[src/rtl/wb_watchdog_pkg.sv]
// Shared types and widths for the Wishbone watchdog bridge.
// Holds the bridge state encoding, bus widths and status-counter helpers.
package wb_watchdog_pkg;

   localparam int WB_AW = 32;
   localparam int WB_DW = 32;
   localparam int CNT_W = 16;

   typedef enum logic [1:0] {
      IDLE = 2'd0,
      REQ  = 2'd1,
      WAIT = 2'd2,
      RESP = 2'd3
   } wb_state_e;

   // Status counters stick at all-ones instead of wrapping.
   function automatic logic [CNT_W-1:0] sat_inc(input logic [CNT_W-1:0] v);
      return (&v) ? v : v + 1'b1;
   endfunction

endpackage

[src/rtl/wb_watchdog_bridge.sv]
// Single-outstanding Wishbone bridge that terminates hung downstream cycles with an error
// and rejects out-of-range addresses locally, keeping saturating counts of both events.
module wb_watchdog_bridge
   import wb_watchdog_pkg::*;
#(
   parameter int unsigned TIMEOUT_CLKS = 1024,
   parameter logic [31:0] ADDR_LIMIT   = 32'hFFFF_FFFF
) (
   input  logic             i_clk,
   input  logic             i_rst_n,
   input  logic             i_up_cyc,
   input  logic             i_up_stb,
   input  logic             i_up_we,
   input  logic [WB_AW-1:0] i_up_addr,
   input  logic [WB_DW-1:0] i_up_data,
   output logic             o_up_ack,
   output logic             o_up_err,
   output logic             o_up_stall,
   output logic [WB_DW-1:0] o_up_data,
   output logic             o_dn_cyc,
   output logic             o_dn_stb,
   output logic             o_dn_we,
   output logic [WB_AW-1:0] o_dn_addr,
   output logic [WB_DW-1:0] o_dn_data,
   input  logic             i_dn_ack,
   input  logic             i_dn_err,
   input  logic             i_dn_stall,
   input  logic [WB_DW-1:0] i_dn_data,
   output logic [CNT_W-1:0] o_timeout_count,
   output logic [CNT_W-1:0] o_reject_count
);

   localparam int TW = $clog2(TIMEOUT_CLKS) + 1;
   localparam logic [TW-1:0] T_LAST = TW'(TIMEOUT_CLKS - 1);

   wb_state_e        state, state_nxt;
   logic [TW-1:0]    tcnt;
   logic             lat_we;
   logic [WB_AW-1:0] lat_addr;
   logic [WB_DW-1:0] lat_data;
   logic [WB_DW-1:0] rsp_data;
   logic             rsp_err;
   logic [CNT_W-1:0] to_cnt, rej_cnt;
   logic             start, reject, capture, expire;

   always_ff @(posedge i_clk or negedge i_rst_n) begin
      if (!i_rst_n) state <= IDLE;
      else          state <= state_nxt;
   end

   // Priority in REQ/WAIT: upstream abort, then slave response, then expiry, then acceptance.
   always_comb begin
      state_nxt  = state;
      start      = 1'b0;
      reject     = 1'b0;
      capture    = 1'b0;
      expire     = 1'b0;
      o_up_stall = 1'b1;
      o_up_ack   = 1'b0;
      o_up_err   = 1'b0;
      o_dn_cyc   = 1'b0;
      o_dn_stb   = 1'b0;
      case (state)
         IDLE: begin
            o_up_stall = 1'b0;
            if (i_up_cyc && i_up_stb) begin
               if (i_up_addr < ADDR_LIMIT) begin
                  start     = 1'b1;
                  state_nxt = REQ;
               end else begin
                  reject    = 1'b1;
                  state_nxt = RESP;
               end
            end
         end
         REQ, WAIT: begin
            o_dn_cyc = 1'b1;
            o_dn_stb = (state == REQ);
            if (!i_up_cyc) begin
               state_nxt = IDLE;
            end else if (i_dn_ack || i_dn_err) begin
               capture   = 1'b1;
               state_nxt = RESP;
            end else if (tcnt == T_LAST) begin
               expire    = 1'b1;
               state_nxt = RESP;
            end else if (state == REQ && !i_dn_stall) begin
               state_nxt = WAIT;
            end
         end
         RESP: begin
            o_up_ack  = i_up_cyc && !rsp_err;
            o_up_err  = i_up_cyc && rsp_err;
            state_nxt = IDLE;
         end
         default: state_nxt = IDLE;
      endcase
   end

   always_ff @(posedge i_clk or negedge i_rst_n) begin
      if (!i_rst_n) begin
         tcnt     <= '0;
         lat_we   <= 1'b0;
         lat_addr <= '0;
         lat_data <= '0;
         rsp_data <= '0;
         rsp_err  <= 1'b0;
         to_cnt   <= '0;
         rej_cnt  <= '0;
      end else begin
         if (start) begin
            lat_we   <= i_up_we;
            lat_addr <= i_up_addr;
            lat_data <= i_up_data;
            tcnt     <= '0;
         end else if (state == REQ || state == WAIT) begin
            tcnt <= tcnt + 1'b1;
         end
         // Error wins over a simultaneous ack, and error responses never carry data.
         if (capture) begin
            rsp_err  <= i_dn_err;
            rsp_data <= i_dn_err ? '0 : i_dn_data;
         end else if (reject || expire) begin
            rsp_err  <= 1'b1;
            rsp_data <= '0;
         end
         if (reject) rej_cnt <= sat_inc(rej_cnt);
         if (expire) to_cnt  <= sat_inc(to_cnt);
      end
   end

   assign o_up_data       = o_up_ack ? rsp_data : '0;
   assign o_dn_we         = lat_we;
   assign o_dn_addr       = lat_addr;
   assign o_dn_data       = lat_data;
   assign o_timeout_count = to_cnt;
   assign o_reject_count  = rej_cnt;

endmodule

[config.mk]
export PLATFORM = sky130hd
export DESIGN_NAME = wb_watchdog_bridge
export DESIGN_NICKNAME = d
export VERILOG_FILES = /design/src/rtl/wb_watchdog_pkg.sv /design/src/rtl/wb_watchdog_bridge.sv
export SDC_FILE = /design/constraint.sdc
export NUM_CORES = 1
export LEC_CHECK = 0
export BUFFER_PORTS_ARGS = -buffer_cell sky130_fd_sc_hd__buf_2
export CAP_MARGIN = 25
export CORE_MARGIN = 2
export CORE_UTILIZATION = 49
export CTS_CLUSTER_SIZE = 10
export DETAILED_ROUTE_END_ITERATION = 10
export PLACE_DENSITY = 0.77
export SYNTH_ARGS = -nofsm -noshare
export SYNTH_HDL_FRONTEND = slang
export SYNTH_SLANG_ARGS = --single-unit
[constraint.sdc]
create_clock -name i_clk -period 2.3 [get_ports i_clk]
set_input_delay 0.46 -clock i_clk [delete_from_list [all_inputs] [get_ports i_clk]]
set_output_delay 0.46 -clock i_clk [all_outputs]
set_load 0.05 [all_outputs]
==> run summary, run 1 <==
outcome: complete, no violations
Via density: 5.16
drt first pass iters: 5
Vias: 4,621
Synth Area per Inst: 13.2 um^2
CTS tree: built
critical-path cell list: ha_2 > nand2_2 > nor2_4 > buf_6 > and2_1 > buf_4
maximum clock frequency: 447 MHz
Die W: 116 um
clock tree buffer depth: 2
Leak: 4.18 nW
Die H: 116 um
fin. max-slew vios: 0
port bufs: 237
proportion of layout cells with a drive suffix above 1: 0.505
crit path time final: 2.24 ns
most frequent cell after synthesis: dfrtp_1
crit-path max FO: 16
hold slack: 0.0214 ns
DRT iter0 DRCs: 281
critical path buffer and inverter count: 2
core area: 12,100 um^2
# diodes: 0
largest net degree at the start of global routing: 87
slew margin rel.: 0.684
CP max stage delay: 0.38 ns
GRT Residual Overflow: 0
Synth async-reset ratio: 1.00
Top FF cell, synth: dfrtp_1
Crit-path slowest cell: dfrtp_1
Die ar.: 13,400 um^2
Final setup viols: 0
Clock Latency Late Sink: 0.41 ns
IO Pins: 238
WL final: 14.6 mm
final design area excluding fillers: 8360 um^2
Hold Vio Cnt, Final: 0
DRC viols: 0
top cell type's share of synthesized area: 0.584
Worst VDD drop: 1.59 mV
synthesized net count: 577
CP startpoint kind: register
CTS H-tree lvls: 4
Worst-path clk slew: 0.05 ns
RePlAce Congestion: 0.782
Yosys cell types: 37
CP Capture Type: output pin
number of global-route vias before repair: 4,646
area leader, netlist: dfrtp_1
synth top area cells: dfrtp_1 58%, mux2_2 12%, a22o_1 4.6%, xnor2_1 4.1%, and2_1 3.5%
CTS root buf: clkbuf_16
Inst Count DP: 860
Ys Warns: 0
Clock Skews: 0.00712 ns
met2 GRT Util: 0.355
# Max-Cap Violations: 0
Pwr Density: 1390 nW/um^2
CP required: 1.84 ns
Mapped Cells: 465
met1 usage: 0.275
Hold Buf Count CTS: 0
most frequent cells after synthesis: 143 x dfrtp_1, 67 x mux2_2, 34 x and2_1, 32 x a22o_1, 29 x xnor2_1
worst-margin pin slew: 0.474 ns
largest delay contributor family on the critical path: simple AND/OR/NAND/NOR gates
first-pass GRT wire length: 23.1 mm
gr busiest metal: met2
Post-DRT Antenna Nets: 0
setup total negative slack: 0 ns
Starting Density: 0.506
Detail Placement HPWL: 10.4 mm
All-Layer GR Usage: 0.222
CTS Buf Count: 17
register area share after synthesis: 0.584
Crit Path Category: reg2out
Area growth syn-to-layout: 36.5%
Layout Cells excl Fill: 896
CTS sink cnt: 143
Post-synth EDFFs: 0
initial antenna violation count: 1
CP arrival: 1.78 ns
RSZ-0062 raised after global routing: true
Synth Register Bits: 143
row cnt: 40
Hold Crit Class: in2async
Synth Cell Area: 6120 um^2
fin nets: 828
M3 GR Usage: 0.0889
placed inst area: 7560 um^2
Tcrit/Tclk final: 0.973
WL per Instance: 16.3 um
layout by cell type, fill, tap and decap left out, types with 2 or more instances in the layout:
cell          n
buf_2       204
dfrtp_1     143
mux2_2       67
buf_4        38
and2_1       34
a22o_1       32
xnor2_1      29
nand2_1      22
nor2_1       20
nand4_1      20
clkbuf_16    18
and3_1       11
xor2_1       11
nand3_1       8
inv_1         7
ha_1          6
o21ai_0       5
buf_6         5
buf_12        5
bufinv_16     4
clkinv_2      4
nor4_2        2
a21oi_1       2
and4_1        2
and3_4        2
clkbuf_8      2
clkinvlp_4    2
layout make-up:
class	count	area (um^2)
inverter	7	26.3
clock buffer	20	457
tap	168	210
clock inverter	11	164
multi-input combinational	293	2420
timing repair buffer	254	1500
sequential	143	3580
fill	909	3750
power by group:
part	total, mW	switching [mW]	internal, mW
Clock	2.87	1.01	1.86
Sequential	3.95	0.502	3.45
Combinational	4.79	3.31	1.48
Total	11.6	4.82	6.79
layer usage:
layer | routed length, um | up-vias
met5 | 7 | -
met3 | 1360 | 26
li1 | - | 2147
met1 | 6020 | 2250
met4 | 289 | 2
met2 | 6960 | 196
through the flow:
stage	power (mW)	setup WS, ns	utilization
3_3_place_gp	8.60	0.0986	0.625
2_1_floorplan	7.56	-0.00212	-
6_report	11.6	0.0631	0.690
3_5_place_dp	8.73	0.0458	0.625
4_1_cts	11.7	0.00522	0.683
5_1_grt	12.2	-0.0342	0.690
final timing paths:
kind                                                      start                               to  slack (ns)  depth (start not counted)
worst max-delay path                       state[0]$_DFFE_PN0P_                    o_up_data[20]        0.06                          6
worst min-delay path                                    i_rst_n    o_reject_count[7]$_DFFE_PN0P_        0.02                          2
worst max register to register             state[0]$_DFFE_PN0P_        o_dn_addr[21]$_DFFE_PN0N_        0.13                          8
worst min register to register  o_timeout_count[11]$_DFFE_PN0P_  o_timeout_count[11]$_DFFE_PN0P_        0.49                          1
max in group asynchronous                               i_rst_n  o_timeout_count[13]$_DFFE_PN0P_        1.85                          2
min in group i_clk                                 i_dn_data[8]          rsp_data[8]$_DFFE_PN0P_        0.27                          2
what timing repair did:
| item | 4_1_cts | 5_1_grt |
|---|---|---|
| resized for setup | 34 | 11 |
| endpoints found under the setup margin | 32 | 35 |
| cloned | 0 | 2 |
| pin swaps | 0 | 1 |
| setup buffers | 0 | 3 |
sequential cells by signal (all words and copies together) (netlist names):
| signal | flops |
|---|---|
| state | 2 |
| rsp_err | 1 |
| o_dn_addr | 32 |
| o_dn_we | 1 |
| rsp_data | 32 |
| o_dn_data | 32 |
| o_reject_count | 16 |
| tcnt | 11 |
| o_timeout_count | 16 |
logic make-up (layout without fill, tap and decap cells):
family | Yosys count | after routing | synth area share
mux | 68 | 68 | 0.125
compound gates | 44 | 44 | 0.0615
flops | 143 | 143 | 0.584
fa+ha+maj | 8 | 8 | 0.0163
simple gates | 133 | 133 | 0.128
buf+inv | 29 | 292 | 0.0278
xor+xnor | 40 | 40 | 0.0572
Note: power is estimated with default switching activity, not from simulation.
==> inputs of run 2 (changes only) <==
- CELL_PAD_IN_SITES_DETAIL_PLACEMENT: unset -> 1
- CELL_PAD_IN_SITES_GLOBAL_PLACEMENT: unset -> 2
- CORE_UTILIZATION: 49 -> 31
==> run summary, run 2 (synthesis results as in run 1) <==
crit-path max FO: 8 (-8)
DRT iter0 DRCs: 109 (-61%)
Detail Placement HPWL: 12.0 mm (+15%)
final design area excluding fillers: 8780 um^2 (+5.0%)
worst-margin pin slew: 0.471 ns (-0.00272 ns)
# Max-Cap Violations: 0 (unchanged)
CTS sink cnt: 143 (unchanged)
cell count of the worst reg-to-reg path: 9 (+1)
Flop pwr share: 0.340 (about the same)
core area: 19,400 um^2 (+60%)
row cnt: 51 (+28%)
Vias: 4,696 (+1.6%)
RSZ-0062 raised after global routing: true
Hold Crit Class: in2reg
fin nets: 835 (+0.85%)
largest net degree at the start of global routing: 56 (-36%)
CP max stage delay: 0.39 ns (about the same)
final design utilization: 0.453 (-0.238)
Final setup viols: 0 (unchanged)
CP startpoint kind: register
All-Layer GR Usage: 0.162 (-0.0605)
Layout Cells excl Fill: 1,001 (+12%)
proportion of layout cells with a drive suffix above 1: 0.546 (+0.0401)
Hold Vio Cnt, Final: 0 (unchanged)
Crit-path slowest cell: dfrtp_1
Worst VDD drop: 0.985 mV (-38%)
WL per Instance: 17.0 um (+4.2%)
Inst Count DP: 962 (+12%)
placed inst area: 7710 um^2 (+1.9%)
Die H: 145 um (+25%)
first-pass GRT wire length: 26.3 mm (+14%)
number of global-route vias before repair: 5,124 (+10%)
CTS root buf: clkbuf_16
logic gate share of total power: 0.416 (+0.004)
crit path time final: 2.28 ns (+0.0400 ns)
Post-DRT Antenna Nets: 0 (unchanged)
Die W: 145 um (+25%)
critical path buffer and inverter count: 4 (+2)
slew margin rel.: 0.683 (-0.000799)
net switching power: 4.95 mW (+2.7%)
DRC viols: 0 (unchanged)
Leak: 4.30 nW (+3.0%)
drt first pass iters: 4 (-1)
critical-path cell list: buf_6 > ha_4 > nand2_4 > nor2_4 > buf_12 > clkbuf_16 > and2_1 > buf_6
outcome: complete, no violations
Clock Skews: 0.00830 ns (+0.00117 ns)
Die ar.: 20,900 um^2 (+56%)
setup total negative slack: 0 ns (unchanged)
CP Capture Type: output pin
Crit Path Category: reg2out
CP required: 1.84 ns (about the same)
CTS Buf Count: 17 (unchanged)
Clock Latency Late Sink: 0.41 ns (about the same)
IO Pins: 238 (unchanged)
hold path cells: 2
clock power share: 0.244 (-0.003)
port bufs: 237 (unchanged)
WL final: 17.1 mm (+16%)
maximum clock frequency: 439 MHz (-1.8%)
reg2reg setup slack: 0.10 ns (-0.03 ns)
commonest non-fill, non-tap cell in the layout: buf_2
Cell Int Power: 6.73 mW (-0.86%)
CTS H-tree lvls: 4 (unchanged)
Starting Density: 0.316 (-0.190)
commonest cells after routing, fill and taps aside: 204 x buf_2, 143 x dfrtp_1, 67 x mux2_2
Worst-path clk slew: 0.06 ns (about the same)
fin. max-slew vios: 0 (unchanged)
WP depth: 8 (+2)
RePlAce Congestion: 0.797 (+1.9%)
hold slack: 0.264 ns (+0.243 ns)
sw frac: 0.424 (+0.00864)
Pwr Density: 1330 nW/um^2 (-4.2%)
Via density: 4.69 (-9.0%)
Area growth syn-to-layout: 43.4%
CP arrival: 1.82 ns (+0.04 ns)
clock tree buffer depth: 2 (unchanged)
GRT Residual Overflow: 0 (unchanged)
initial antenna violation count: 1 (unchanged)
cell mode on critical path: buf_6
largest delay contributor family on the critical path: buffers and inverters
Tcrit/Tclk final: 0.990 (+0.0174)
CTS tree: built
-- run 2: cell count changes in the layout (fill, tap and decap cells not counted), moves of 2 or more --
cell | previous run | this run
buf_6 | 5 | 33
clkbuf_16 | 18 | 20
buf_4 | 38 | 12
clkinv_2 | 4 | 2
inv_6 | 0 | 3
and2_1 | 34 | 8
and2_4 | 0 | 26
-- run 2: power groups by stage --
stage	logic, mW	clock network [mW]	registers (mW)
after detailed placement	4.85	0	3.98
after CTS	4.87	2.95	3.96
after floorplan	1.59	0	5.97
after global routing	5.12	3.05	4.10
after global placement	4.74	0	3.93
final	4.87	2.85	3.97
-- run 2: cell type report --
| class | count | area [um^2] |
|---|---|---|
| Antenna cell | 1 | 2.50 |
| Clock buffer | 19 | 453 |
| Clock inverter | 12 | 158 |
| Fill cell | 2127 | 10600 |
| Inverter | 7 | 26.3 |
| Multi-Input combinational cell | 293 | 2510 |
| Sequential cell | 143 | 3580 |
| Tap cell | 265 | 332 |
| Timing Repair Buffer | 261 | 1720 |
-- run 2: worst paths after layout --
| check | from | to |
|---|---|---|
| hold reg to reg | o_timeout_count[4]$_DFFE_PN0P_ | o_timeout_count[4]$_DFFE_PN0P_ |
| setup / recovery | state[0]$_DFFE_PN0P_ | o_up_data[1] |
| setup reg to reg | state[1]$_DFFE_PN0P_ | o_timeout_count[9]$_DFFE_PN0P_ |
| max in group asynchronous | i_rst_n | o_dn_data[28]$_DFFE_PN0N_ |
| min in group asynchronous | i_rst_n | o_reject_count[8]$_DFFE_PN0P_ |
| hold / removal | i_dn_data[25] | rsp_data[25]$_DFFE_PN0P_ |
-- run 2: timing repair --
item / CTS / global route
cloned: 1 / 3
hold buffers: 1 / 0
endpoints found under the hold margin: 44 / 0
pin swaps: 0 / 1
gates resized for setup: 67 / 39
setup endpoints to repair: 35 / 32
setup buffers: 0 / 2
-- run 2: metal layers --
metal / wire length (um) / share of wire / GRT usage
met1: 7080 / 0.41 / 0.195
met2: 8830 / 0.52 / 0.281
met3: 887 / 0.052 / 0.0447
met4: 261 / 0.015 / 0.0496
met5: 0 / 0 / 0
-- run 2: through the flow --
step | power, mW | setup WS, ns
6_report | 11.7 | 0.0231
5_1_grt | 12.3 | -0.0456
4_1_cts | 11.8 | -0.00407
3_5_place_dp | 8.83 | 0.0224
3_3_place_gp | 8.67 | 0.0589
2_1_floorplan | 7.56 | -0.00212
